### config.mk
export PLATFORM = sky130hd
export DESIGN_NAME = ldst_queue_ctrl_flat
export DESIGN_NICKNAME = d
export VERILOG_FILES = /design/src/rtl/ldst_queue_ctrl_pkg.sv /design/src/rtl/ldst_queue_ctrl_if.sv /design/src/rtl/ldst_queue_ctrl_yasuo.sv /design/src/rtl/ldst_queue_ctrl.sv /design/src/flat_wrapper.sv
export SDC_FILE = /design/constraint.sdc
export NUM_CORES = 1
export LEC_CHECK = 0
export ABC_AREA = 1
export CELL_PAD_IN_SITES_DETAIL_PLACEMENT = 2
export CELL_PAD_IN_SITES_GLOBAL_PLACEMENT = 2
export CORE_UTILIZATION = 33
export DETAILED_ROUTE_END_ITERATION = 16
export GPL_TIMING_DRIVEN = 0
export PLACE_DENSITY_LB_ADDON = 0.1
export REMOVE_ABC_BUFFERS = 1
export SYNTH_ARGS = -nofsm -noshare
export SYNTH_HDL_FRONTEND = slang
export SYNTH_SLANG_ARGS = --single-unit
### constraint.sdc
create_clock -name clk -period 4.65 [get_ports clk]
set_input_delay 0.93 -clock clk [delete_from_list [all_inputs] [get_ports clk]]
set_output_delay 0.93 -clock clk [all_outputs]
set_load 0.01 [all_outputs]
### src/rtl/ldst_queue_ctrl_pkg.sv
// Shared types and constants for the four-entry collapsing LDST issue queue.
// LDST_WIDTH is a global macro; this file provides a default when it is not set.
`ifndef LDST_WIDTH
`define LDST_WIDTH 16
`endif

package ldst_pkg;
    localparam int LDST_DEPTH = 4;
    localparam int LDST_W     = `LDST_WIDTH;

    typedef logic [1:0]        slot_idx_t;
    typedef logic [2:0]        cnt_t;
    typedef logic [LDST_W-1:0] ldst_data_t;
endpackage

### src/rtl/ldst_queue_ctrl_if.sv
// Enqueue/issue handshake bundle between upstream, the queue and the LSU.
// master = upstream/LSU side driving requests; slave = the queue itself.
interface ldst_queue_ctrl_if;
    import ldst_pkg::*;

    logic       enq_valid;
    logic       enq_ready;
    ldst_data_t enq_data;
    logic       enq_rdy;
    logic       iss_valid;
    logic       iss_ready;
    ldst_data_t iss_data;
    slot_idx_t  iss_slot;

    modport master (
        output enq_valid, enq_data, enq_rdy, iss_ready,
        input  enq_ready, iss_valid, iss_data, iss_slot
    );

    modport slave (
        input  enq_valid, enq_data, enq_rdy, iss_ready,
        output enq_ready, iss_valid, iss_data, iss_slot
    );
endinterface

### src/rtl/ldst_queue_ctrl_yasuo.sv
// Compaction stage: slot i takes slot i+1 when issu_i is set; slot 3 takes data_out.
module yasuo
    import ldst_pkg::*;
(
    input  logic       issu_a,
    input  logic       issu_b,
    input  logic       issu_c,
    input  logic       issu_d,
    input  ldst_data_t data_out,
    input  ldst_data_t i_slot_a,
    input  ldst_data_t i_slot_b,
    input  ldst_data_t i_slot_c,
    input  ldst_data_t i_slot_d,
    output ldst_data_t o_slot_a,
    output ldst_data_t o_slot_b,
    output ldst_data_t o_slot_c,
    output ldst_data_t o_slot_d
);
    assign o_slot_a = issu_a ? i_slot_b : i_slot_a;
    assign o_slot_b = issu_b ? i_slot_c : i_slot_b;
    assign o_slot_c = issu_c ? i_slot_d : i_slot_c;
    assign o_slot_d = issu_d ? data_out : i_slot_d;
endmodule

### src/rtl/ldst_queue_ctrl.sv
// Four-entry collapsing load/store issue queue: oldest-ready select, hole compaction via yasuo.
// Optional same-cycle bypass of an empty queue is enabled by defining LDST_BYPASS_EN.
module ldst_queue_ctrl
    import ldst_pkg::*;
(
    input  logic              clk,
    input  logic              rst,
    input  logic              flush,
    input  logic [3:0]        entry_rdy,
    output cnt_t              count,
    ldst_queue_ctrl_if.slave  bus
);
    logic [3:0] r_valid;
    ldst_data_t r_slot [LDST_DEPTH];
    cnt_t       r_count;

    logic [3:0] w_cand;
    logic       w_sel_valid;
    slot_idx_t  w_sel_k;
    logic       w_byp;
    logic       w_iss_fire;
    logic       w_byp_fire;
    logic       w_enq_fire;
    logic [3:0] w_issu;
    ldst_data_t w_shift [LDST_DEPTH];
    cnt_t       w_wr_idx;
    cnt_t       w_count_next;

    // Oldest ready entry wins: scan from youngest down so the lowest index sticks.
    always_comb begin
        w_cand      = r_valid & entry_rdy;
        w_sel_valid = |w_cand;
        w_sel_k     = '0;
        for (int i = LDST_DEPTH - 1; i >= 0; i--) begin
            if (w_cand[i]) w_sel_k = slot_idx_t'(i);
        end
    end

`ifdef LDST_BYPASS_EN
    assign w_byp = !rst && (r_count == '0) && bus.enq_valid && bus.enq_rdy;
`else
    logic unused_enq_rdy;
    assign unused_enq_rdy = bus.enq_rdy;
    assign w_byp          = 1'b0;
`endif

    assign bus.iss_valid = !rst && (w_sel_valid || w_byp);
    assign bus.iss_data  = rst         ? '0 :
                           w_byp       ? bus.enq_data :
                           w_sel_valid ? r_slot[w_sel_k] : '0;
    assign bus.iss_slot  = (!rst && w_sel_valid) ? w_sel_k : '0;
    assign bus.enq_ready = !rst && (r_count != cnt_t'(LDST_DEPTH));

    assign w_iss_fire = !rst && w_sel_valid && bus.iss_ready;
    assign w_byp_fire = w_byp && bus.iss_ready;
    assign w_enq_fire = bus.enq_valid && bus.enq_ready && !w_byp_fire;

    assign w_wr_idx     = r_count - cnt_t'(w_iss_fire);
    assign w_count_next = w_wr_idx + cnt_t'(w_enq_fire);
    assign count        = r_count;

    generate
        for (genvar gi = 0; gi < LDST_DEPTH; gi++) begin : g_issu
            assign w_issu[gi] = w_iss_fire && (slot_idx_t'(gi) >= w_sel_k);
        end
    endgenerate

    yasuo u_yasuo (
        .issu_a   (w_issu[0]),
        .issu_b   (w_issu[1]),
        .issu_c   (w_issu[2]),
        .issu_d   (w_issu[3]),
        .data_out ('0),
        .i_slot_a (r_slot[0]),
        .i_slot_b (r_slot[1]),
        .i_slot_c (r_slot[2]),
        .i_slot_d (r_slot[3]),
        .o_slot_a (w_shift[0]),
        .o_slot_b (w_shift[1]),
        .o_slot_c (w_shift[2]),
        .o_slot_d (w_shift[3])
    );

    // Enqueue lands in the first free slot after compaction; flush freezes payloads.
    generate
        for (genvar gi = 0; gi < LDST_DEPTH; gi++) begin : g_slot
            always_ff @(posedge clk) begin
                if (rst) begin
                    r_slot[gi] <= '0;
                end else if (!flush) begin
                    if (w_enq_fire && (w_wr_idx == cnt_t'(gi)))
                        r_slot[gi] <= bus.enq_data;
                    else
                        r_slot[gi] <= w_shift[gi];
                end
            end
        end
    endgenerate

    // Entries stay contiguous from slot 0, so the valid mask follows the count.
    always_ff @(posedge clk) begin
        if (rst || flush) begin
            r_count <= '0;
            r_valid <= '0;
        end else begin
            r_count <= w_count_next;
            for (int i = 0; i < LDST_DEPTH; i++)
                r_valid[i] <= (cnt_t'(i) < w_count_next);
        end
    end
endmodule
### src/flat_wrapper.sv
// flat-port wrapper written by rule: the top's interface ports become plain ports
module ldst_queue_ctrl_flat import ldst_pkg::*;
  (clk, rst, flush, entry_rdy, count, bus_enq_valid, bus_enq_data, bus_enq_rdy, bus_iss_ready, bus_enq_ready, bus_iss_valid, bus_iss_data, bus_iss_slot);
  ldst_queue_ctrl_if bus_i ();
  input  logic clk;
  input  logic rst;
  input  logic flush;
  input  logic [3:0] entry_rdy;
  output cnt_t count;
  input wire logic [$bits(bus_i.enq_valid)-1:0] bus_enq_valid;
  input wire logic [$bits(bus_i.enq_data)-1:0] bus_enq_data;
  input wire logic [$bits(bus_i.enq_rdy)-1:0] bus_enq_rdy;
  input wire logic [$bits(bus_i.iss_ready)-1:0] bus_iss_ready;
  output wire logic [$bits(bus_i.enq_ready)-1:0] bus_enq_ready;
  output wire logic [$bits(bus_i.iss_valid)-1:0] bus_iss_valid;
  output wire logic [$bits(bus_i.iss_data)-1:0] bus_iss_data;
  output wire logic [$bits(bus_i.iss_slot)-1:0] bus_iss_slot;
  assign bus_i.enq_valid = bus_enq_valid;
  assign bus_i.enq_data = bus_enq_data;
  assign bus_i.enq_rdy = bus_enq_rdy;
  assign bus_i.iss_ready = bus_iss_ready;
  assign bus_enq_ready = bus_i.enq_ready;
  assign bus_iss_valid = bus_i.iss_valid;
  assign bus_iss_data = bus_i.iss_data;
  assign bus_iss_slot = bus_i.iss_slot;
  ldst_queue_ctrl u_core (.clk(clk), .rst(rst), .flush(flush), .entry_rdy(entry_rdy), .count(count), .bus(bus_i));
endmodule
==> results of run 1 <==
## cells in the mapped netlist
cell,count
nand2_4,2
nand2_1,117
nand3_4,1
buf_2,12
buf_1,1
ha_1,3
edfxtp_1,64
clkbuf_1,4
nand4_1,16
inv_1,81
nand2_2,4
nor2_4,5
nor2_8,1
xnor2_1,2
nand3b_1,13
inv_2,6
clkinv_1,2
buf_6,5
a21oi_1,19
nand3_1,76
dfxtp_1,6
a21oi_4,1
o21ai_0,17
buf_4,3
nor2_2,1
nor2_1,56
## worst paths after layout
path,from,end,slack [ns],depth (start not counted)
max,entry_rdy[3],bus_iss_data[4],0.20,10
min,u_core.r_slot[2][8],u_core.r_slot[1][8],0.55,2
max reg2reg,u_core.r_valid[0],u_core.r_slot[1][1],1.03,16
min reg2reg,u_core.r_slot[2][8],u_core.r_slot[1][8],0.55,2
## state kept, by name, summed over array words and instances, names as in the netlist
| signal | flops |
|---|---|
| u_core.r_valid | 3 |
| u_core.count | 3 |
| u_core.r_slot | 64 |
## cell families (layout without fill, tap and decap cells)
| kind of cell | Yosys count | count (layout) | share of synthesized area, % |
|---|---|---|---|
| compound gates | 37 | 37 | 4.72 |
| xor+xnor | 2 | 2 | 0.421 |
| fa+ha+maj | 3 | 3 | 0.902 |
| buf+inv | 114 | 156 | 11.8 |
| flops | 70 | 70 | 49.1 |
| simple gates | 292 | 292 | 33.1 |
## area by class of cell
cell class	instances	area [sq um]
flip-flops and latches	70	2040
multi-input cells	334	1670
repair buffers	51	508
inverters	89	334
fillers	1389	7140
well taps	168	210
clock buffers	13	240
clock inverters	3	11.3
## power by group
part | total, mW | internal [mW] | switching (mW) | leakage, nW
clock network | 0.616 | 0.356 | 0.260 | 0.120
registers | 0.743 | 0.727 | 0.0156 | 0.714
logic | 0.171 | 0.0561 | 0.115 | 1.38
total | 1.53 | 1.14 | 0.391 | 2.21
## timing repair
item | in CTS | in global routing
pin swaps | 2 | 0
setup buffers | 3 | 0
gates resized for setup | 7 | 1
setup endpoints to repair | 113 | 57
## worst max-delay path: cells and delay by family
family                 cells  cell delay, ns
AO/OA/AOI/OAI              1            0.24
buffers and inverters      3            1.10
AND/OR/NAND/NOR            6            1.23
## through the flow
stage | cell area, sq um | setup TNS [ns] | utilization [%]
6_report | 5020 | 0 | 41.3
5_1_grt | 5020 | 0 | 41.3
4_1_cts | 5010 | 0 | 41.2
3_5_place_dp | 4700 | -87.87 | 38.7
3_3_place_gp | 4680 | -95.33 | 38.5
2_1_floorplan | 4000 | 0 | -
## layer usage
layer / track usage (%) / up-vias / wire length, um
met3: 5.40 / 16 / 487
li1: - / 1758 / -
met2: 43.8 / 61 / 7420
met1: 28.0 / 1844 / 6190
met5: 0 / - / 0
met4: 6.84 / 0 / 235
==> results by group, run 1 <==
Final layout
  • Most common cell after layout, fill and taps aside: nand2_1
  • Layout Cells excl Fill: 728
  • Ant. Diodes: 0
  • Post-layout nets: 584
  • Synth-to-layout area growth: 20.6%
  • Share of cells above drive strength 1: 6.61%
  • Commonest non-fill, non-tap cells in the layout: 115 x nand2_1, 81 x inv_1, 76 x nand3_1

CTS
  • Clock Latency Late Sink: 0.35 ns
  • H-tree Lvls: 3
  • Clk sink count: 70
  • Cts hold-fix bufs: 0
  • CTS tree: done
  • CTS max path bufs: 2
  • Worst-path clk slew: 0.06 ns
  • Root buf cell: clkbuf_16
  • TritonCTS buffer count: 9

STA
  • Max Freq: 225 MHz
  • Worst slew pin tran: 0.925 ns
  • Relative slew slack: 38.2%
  • Final WS setup: 0.200 ns
  • Slew Limit Fails: 0
  • RSZ-0062 raised after global routing: no
  • Hold_ws: 0.545 ns
  • Final Skew: 0.00613 ns
  • Final worst path period share: 95.7%
  • Tmin final: 4.45 ns
  • Hold Fails Final Rpt: 0
  • Final setup fails: 0

Floorplanning
  • Starting density of the core: 34.2%
  • Ports: 49
  • Die area: 13100 sq um
  • Core area: 12200 sq um
  • # rows: 40
  • Height of the die: 114 um
  • Die Wd: 114 um

Setup path
  • CP cell instances: clkdlybuf4s50_1, nand2_1, inv_2, nand2_1, nand2_4, nand2_4, nand2_1, nand3_1, a21oi_1, clkdlybuf4s50_1
  • Critical-path top delay cell: clkdlybuf4s50_1
  • Slowest stage delay, CP: 0.58 ns
  • Setup CP Type: in -> out
  • Critical path arrival: 3.52 ns
  • Crit path max fanout: 34
  • Top cell by count, worst path: nand2_1
  • Startpoint types: primary input
  • Critical Path RT: 3.72 ns
  • CP endpoint kind: output port

Global routing
  • Overall global routing resource usage: 24.0%
  • Vias in the first global route: 4171
  • Grt ovf: 0
  • Largest net degree at the start of global routing: 36
  • First-pass GRT wire length: 22.6 mm
  • Initial antenna violation count: 0

Placed design
  • PortBufs: 47
  • Detail Placement HPWL: 8.55 mm
  • Pre-CTS setup slack: -1.17 ns
  • GP Congestion: 0.761
  • Placed cell count: 709

Detailed routing
  • Drt first pass iters: 4
  • DR WL/cell: 19.7 um
  • DRC viols: 0
  • DR vias: 3679
  • Initial DRC Count: 136
  • DRT antenna net count: 0
  • Via density: 5.05
  • Routed wire length: 14.3 mm

Pwr
  • Peak VDD IR: 302 uV
  • Tot Pwr: 1.53 mW
  • Pwr/cell area: 305 nW/um^2
  • P_leak: 2.21 nW

Logic synthesis
  • YS warnings: 0
  • Yosys reg bits: 70
  • Ranking of synthesized cells by area: edfxtp_1 46%, nand2_1 11%, nand3_1 9.1%
  • Largest area contributor in the netlist: edfxtp_1
  • Synth unique cells: 26
  • Share of the yosys chip area belonging to registers: 49.1%
  • Post-Synthesis Cells: 518
  • Post-synth top area share: 46.2%
  • Mean post-synth cell area: 8.03 sq um
  • Post-Syn Area: 4160 sq um

Worst hold path
  • Min-delay worst type: reg -> reg

Status
  • Run status: finished, final reports clean

Job
  • Maxcap violations: 0
No activity file was read; power rests on OpenSTA's default activity.
==> inputs of run 2 (changes only) <==
MAX_ROUTING_LAYER = met4   (was default)
==> results by group, run 2 (same netlist as run 1, synthesis figures left out) <==
CTS
  • CTS tree: done (unchanged)
  • H-tree Lvls: 3 (unchanged)
  • Clk sink count: 70 (unchanged)
  • Cts hold-fix bufs: 0 (unchanged)
  • CTS max path bufs: 2 (unchanged)
  • Root buf cell: clkbuf_16 (unchanged)
  • Clock Latency Late Sink: 0.34 ns (was 0.35 ns)
  • TritonCTS buffer count: 9 (unchanged)
  • Worst-path clk slew: 0.06 ns (about the same)

Final layout
  • FF/Latch Area: 2040 sq um (unchanged)
  • Synth-to-layout area growth: 20.6% (unchanged)
  • Post-layout nets: 584 (unchanged)
  • Commonest non-fill, non-tap cells in the layout: 115 x nand2_1, 81 x inv_1, 76 x nand3_1 (unchanged)
  • Max reg flops: 64 (unchanged)
  • FILL cells: 1389 (unchanged)
  • Most common cell after layout, fill and taps aside: nand2_1 (unchanged)
  • Area taken by multi-input logic gates: 1670 sq um (unchanged)
  • Ant. Diodes: 0 (unchanged)
  • Share of cells above drive strength 1: 6.61% (unchanged)
  • Most flop-heavy register: u_core.r_slot (unchanged)

Placed design
  • GP Congestion: 0.771 (was 0.761)
  • Pre-CTS setup slack: -1.17 ns (unchanged)
  • Detail Placement HPWL: 8.55 mm (unchanged)
  • PortBufs: 47 (unchanged)

Setup path
  • CP endpoint kind: output port (unchanged)
  • Startpoint types: primary input (unchanged)
  • Critical-path top delay cell: clkdlybuf4s50_1 (unchanged)
  • Setup CP Type: in -> out (unchanged)
  • RR Startpoint: u_core.r_valid[0] (unchanged)
  • Worst R2R End: u_core.r_slot[2][9] (was u_core.r_slot[1][1])
  • Crit path max fanout: 34 (unchanged)
  • Top cell by count, worst path: nand2_1 (unchanged)
  • CP cell instances: clkdlybuf4s50_1, nand2_1, inv_2, nand2_1, nand2_4, nand2_4, nand2_1, nand3_1, a21oi_1, clkdlybuf4s50_1 (unchanged)
  • Crit path capture: bus_iss_data[4] (unchanged)
  • Kind of cell adding the most delay to the critical path: simple AND/OR/NAND/NOR gates (unchanged)
  • Depth of the worst register-to-register path: 14 (was 16)
  • Critical Path RT: 3.72 ns (about the same)
  • Critical path arrival: 3.53 ns (was 3.52 ns)
  • Slowest stage delay, CP: 0.58 ns (about the same)
  • Register-to-register setup slack: 1.04 ns (was 1.03 ns)
  • Crit path depth: 10 (unchanged)
  • CP Launch Point: entry_rdy[3] (unchanged)
  • Buf/Inv on CP: 3 (unchanged)

Floorplanning
  • Die area: 13100 sq um (unchanged)
  • Ports: 49 (unchanged)
  • Die Wd: 114 um (unchanged)
  • Starting density of the core: 34.2% (unchanged)
  • Height of the die: 114 um (unchanged)
  • # rows: 40 (unchanged)
  • Core area: 12200 sq um (unchanged)

Job
  • Maxcap violations: 0 (unchanged)

Detailed routing
  • Routed wire length: 14.3 mm (about the same)
  • Drt first pass iters: 4 (unchanged)
  • Via density: 5.07 (was 5.05)
  • Initial DRC Count: 122 (was 136)
  • DRC viols: 0 (unchanged)
  • DR vias: 3693 (was 3679)
  • DRT antenna net count: 0 (unchanged)
  • DR WL/cell: 19.6 um (was 19.7 um)

STA
  • Final setup fails: 0 (unchanged)
  • Final Skew: 0.00945 ns (was 0.00613 ns)
  • Tmin final: 4.46 ns (was 4.45 ns)
  • Final worst path period share: 95.9% (was 95.7%)
  • Relative slew slack: 37.7% (was 38.2%)
  • Worst slew pin tran: 0.933 ns (was 0.925 ns)
  • RSZ-0062 raised after global routing: no (unchanged)
  • Final WS setup: 0.191 ns (was 0.200 ns)
  • Max Freq: 224 MHz (was 225 MHz)
  • Hold_ws: 0.545 ns (about the same)
  • Slew Limit Fails: 0 (unchanged)
  • Hold Fails Final Rpt: 0 (unchanged)

Worst hold path
  • Min-delay worst type: reg -> reg (unchanged)

Pwr
  • NetSw: 0.389 mW (was 0.391 mW)
  • Switching Fraction: 25.4% (was 25.5%)
  • P_int: 1.14 mW (about the same)
  • Clk network pwr share: 40.2% (was 40.3%)
  • Pwr/cell area: 305 nW/um^2 (about the same)
  • Peak VDD IR: 302 uV (about the same)
  • Logic pwr share: 11.2% (about the same)
  • P_leak: 2.21 nW (unchanged)
  • Part of the power in registers: 48.6% (was 48.5%)
  • Tot Pwr: 1.53 mW (about the same)

Global routing
  • Initial antenna violation count: 0 (unchanged)
  • Overall global routing resource usage: 24.7% (was 24.0%)
  • Grt ovf: 0 (unchanged)
  • Largest net degree at the start of global routing: 36 (unchanged)
  • Vias in the first global route: 4168 (was 4171)
  • First-pass GRT wire length: 22.6 mm (about the same)

Status
  • Run status: finished, final reports clean (unchanged)
==> run 2: cell counts in the layout (fill, tap and decap cells not counted) <==
No cell type changed its count.
==> run 2: stage by stage <==
| step | cell area [sq um] | utilization (%) | setup TNS (ns) | cells |
|---|---|---|---|---|
| 6_report | 5020 | 41.3 | 0 | 728 |
| 3_5_place_dp | 4700 | 38.7 | -87.87 | 709 |
| 3_3_place_gp | 4680 | 38.5 | -95.33 | 708 |
| 4_1_cts | 5010 | 41.2 | 0 | 728 |
| 2_1_floorplan | 4000 | - | 0 | 493 |
| 5_1_grt | 5020 | 41.3 | 0 | 728 |
==> run 2: per-layer routing <==
layer | vias up | global-route usage, % | part of all wire (%)
met2 | 66 | 43.8 | 52
met3 | 15 | 5.29 | 3.5
met5 | - | - | 0
li1 | 1760 | - | -
met1 | 1852 | 28.1 | 43
met4 | 0 | 6.84 | 1.4
==> run 2: final cells by class <==
type,count,share of cell area (%)
sequential,70,40.7
multi-input combinational,334,33.3
timing repair buffer,51,10.1
inverter,89,6.66
clock buffer,13,4.79
tap,168,4.19
clock inverter,3,0.224
==> run 2: worst min-delay path: stages, from the launching register on <==
cell,delay (ns)
edfxtp_1,0.34
nand2_1,0.06
nand2_1,0.05
==> run 2: power groups by stage <==
stage	combinational, mW	clock, mW	sequential (mW)
floorplan	0.0867	0	0.750
global route	0.189	0.651	0.746
global placement	0.159	0	0.753
CTS	0.173	0.631	0.742
detailed placement	0.168	0	0.755
finish	0.171	0.614	0.743
==> run 2: how the worst min path moves through the flow <==
stage | endpoint | from | cells after the start | slack [ns]
3_5_place_dp | u_core.r_slot[1][13] | u_core.r_slot[2][13] | 2 | 0.54
2_1_floorplan | u_core.r_slot[1][0] | u_core.r_slot[2][0] | 2 | 0.51
3_3_place_gp | u_core.r_slot[1][14] | u_core.r_slot[2][14] | 2 | 0.52
4_1_cts | u_core.r_slot[1][0] | u_core.r_slot[2][0] | 2 | 0.55
6_report | u_core.r_slot[1][8] | u_core.r_slot[2][8] | 2 | 0.55
5_1_grt | u_core.r_slot[1][8] | u_core.r_slot[2][8] | 2 | 0.58
==> run 2: repair_timing <==
item	4_1_cts	5_1_grt
setup endpoints to repair	113	57
pin swaps	2	0
buffers inserted	3	0
gates resized for setup	7	1
==> inputs of run 3 (changes only) <==
CORE_UTILIZATION = 34   (was 33)
CTS_BUF_LIST = sky130_fd_sc_hd__clkbuf_4 sky130_fd_sc_hd__clkbuf_8   (was default)
==> results by group, run 3 (same netlist as run 1, synthesis figures left out) <==
Detailed routing
  • DR vias: 3717 (was 3693)
  • Via density: 5.20 (was 5.07)
  • Routed wire length: 13.8 mm (was 14.3 mm)
  • Initial DRC Count: 152 (was 122)
  • DR WL/cell: 19.3 um (was 19.6 um)
  • DRT antenna net count: 0 (unchanged)
  • Drt first pass iters: 4 (unchanged)
  • DRC viols: 0 (unchanged)

Setup path
  • Setup CP Type: in -> out (unchanged)
  • Startpoint types: primary input (unchanged)
  • Slowest stage delay, CP: 0.59 ns (was 0.58 ns)
  • Depth of the worst register-to-register path: 14 (unchanged)
  • Worst R2R End: u_core.r_slot[0][3] (was u_core.r_slot[2][9])
  • Crit path max fanout: 34 (unchanged)
  • Kind of cell adding the most delay to the critical path: simple AND/OR/NAND/NOR gates (unchanged)
  • CP endpoint kind: output port (unchanged)
  • Crit path depth: 10 (unchanged)
  • Top cell by count, worst path: nand2_1 (unchanged)
  • RR Startpoint: u_core.r_valid[0] (unchanged)
  • Register-to-register setup slack: 0.96 ns (was 1.04 ns)
  • CP cell instances: clkdlybuf4s50_1, nand2_1, inv_2, nand2_1, nand2_4, nand2_4, nand2_1, nand3_1, a21oi_1, clkdlybuf4s50_1 (unchanged)
  • Buf/Inv on CP: 3 (unchanged)
  • Critical Path RT: 3.72 ns (about the same)
  • Critical-path top delay cell: clkdlybuf4s50_1 (unchanged)
  • Critical path arrival: 3.52 ns (was 3.53 ns)

Final layout
  • Most flop-heavy register: u_core.r_slot (unchanged)
  • Finished Core Util: 41.4% (was 41.3%)
  • Post-layout nets: 592 (was 584)
  • Most common cell after layout, fill and taps aside: nand2_1 (unchanged)
  • Commonest non-fill, non-tap cells in the layout: 115 x nand2_1, 80 x inv_1, 76 x nand3_1 (was 115 x nand2_1, 81 x inv_1, 76 x nand3_1)
  • Ant. Diodes: 0 (unchanged)
  • Share of cells above drive strength 1: 8.80% (was 6.61%)
  • Synth-to-layout area growth: 19.1% (was 20.6%)
  • FILL cells: 1387 (was 1389)
  • Max reg flops: 64 (unchanged)

Placed design
  • Detail Placement HPWL: 8.25 mm (was 8.55 mm)
  • PortBufs: 47 (unchanged)
  • GP Congestion: 0.785 (was 0.771)

Floorplanning
  • # rows: 40 (unchanged)
  • Ports: 49 (unchanged)
  • Core area: 12000 sq um (was 12200 sq um)
  • Height of the die: 113 um (was 114 um)
  • Die area: 12700 sq um (was 13100 sq um)
  • Die Wd: 113 um (was 114 um)
  • Starting density of the core: 34.8% (was 34.2%)

CTS
  • H-tree Lvls: 3 (unchanged)
  • TritonCTS buffer count: 9 (unchanged)
  • Worst-path clk slew: 0.07 ns (was 0.06 ns)
  • Clk sink count: 70 (unchanged)
  • Root buf cell: clkbuf_8 (was clkbuf_16)
  • CTS tree: done (unchanged)
  • Clock Latency Late Sink: 0.37 ns (was 0.34 ns)
  • CTS max path bufs: 2 (unchanged)

Global routing
  • Initial antenna violation count: 0 (unchanged)
  • Largest net degree at the start of global routing: 36 (unchanged)
  • Overall global routing resource usage: 24.1% (was 24.7%)
  • First-pass GRT wire length: 21.9 mm (was 22.6 mm)
  • Grt ovf: 0 (unchanged)
  • Vias in the first global route: 4049 (was 4168)

STA
  • Tmin final: 4.45 ns (was 4.46 ns)
  • Setup TNS: 0 ns (unchanged)
  • Hold_ws: 0.551 ns (was 0.545 ns)
  • Final worst path period share: 95.8% (was 95.9%)
  • Final Skew: 0.00940 ns (was 0.00945 ns)
  • Hold Fails Final Rpt: 0 (unchanged)
  • Max Freq: 224 MHz (about the same)
  • Final setup fails: 0 (unchanged)
  • Slew Limit Fails: 0 (unchanged)
  • Worst slew pin tran: 0.927 ns (was 0.933 ns)
  • Relative slew slack: 38.0% (was 37.7%)

Pwr
  • P_leak: 2.21 nW (about the same)
  • Peak VDD IR: 217 uV (was 302 uV)
  • Pwr/cell area: 275 nW/um^2 (was 305 nW/um^2)
  • Tot Pwr: 1.36 mW (was 1.53 mW)

Job
  • Maxcap violations: 0 (unchanged)

Status
  • Run status: finished, final reports clean (unchanged)

Worst hold path
  • Worst Hold Path EP: u_core.r_slot[1][5] (was u_core.r_slot[1][8])
  • Min-delay worst type: reg -> reg (unchanged)
  • Hold path depth: 2 (unchanged)
  • Hold path start: u_core.r_slot[2][5] (was u_core.r_slot[2][8])
[run 3: cell type report]
type / instances / area, sq um / share of cell area (%)
clock buffers: 13 / 154 / 3.11
multi-input cells: 334 / 1660 / 33.5
well taps: 147 / 184 / 3.71
inverters: 89 / 338 / 6.82
clock inverters: 3 / 11.3 / 0.227
flip-flops and latches: 70 / 2040 / 41.2
repair buffers: 59 / 568 / 11.5
[run 3: stage by stage]
step | cells | instance area [sq um] | worst slack, ns
global placement | 687 | 4660 | -1.66
floorplan | 493 | 4000 | 0.523
CTS | 708 | 4900 | 0.0388
detailed placement | 688 | 4680 | -1.10
global route | 715 | 4960 | -0.00886
finish | 715 | 4960 | 0.195
[run 3: how the worst max path moves through the flow]
stage                             from                   end  slack, ns
after floorplan           entry_rdy[0]   u_core.r_slot[2][0]       0.52
after global placement    entry_rdy[0]   u_core.r_slot[2][6]      -1.66
after detailed placement  entry_rdy[0]  u_core.r_slot[1][13]      -1.10
after CTS                 entry_rdy[0]   u_core.r_slot[2][3]       0.04
after global routing      entry_rdy[0]   u_core.r_slot[3][6]     -0.009
final                     entry_rdy[3]       bus_iss_data[2]       0.20
[run 3: repair_timing]
action,in CTS,in global routing
hold buffers,0,0
gates resized for setup,6,1
pin swaps,2,2
setup buffers,4,7
setup endpoints to repair,97,48
[run 3: power by group]
part | internal [mW] | switching, mW
registers | 0.726 | 0.0154
clock network | 0.213 | 0.241
logic | 0.0567 | 0.112
total | 0.995 | 0.369
[run 3: worst register-to-register path, cell delays in order, from the launching register on]
cell,delay [ns]
dfxtp_1,0.36
nand2_8,0.26
nand2_2,0.14
inv_1,0.10
nand2_1,0.07
nand2_2,0.42
nor2_1,0.17
ha_1,0.22
ha_1,0.37
nand2_1,0.07
nor2_1,0.18
nand2_4,0.23
nor2_8,0.35
nor2_1,0.12
nand2_4,0.27
[run 3: routing by layer]
metal | vias up | routed length, um | global-route usage, %
li1 | 1764 | - | -
met3 | 15 | 500 | 4.59
met2 | 59 | 7190 | 43.0
met4 | 0 | 175 | 6.84
met5 | - | 0 | -
met1 | 1879 | 5920 | 27.3
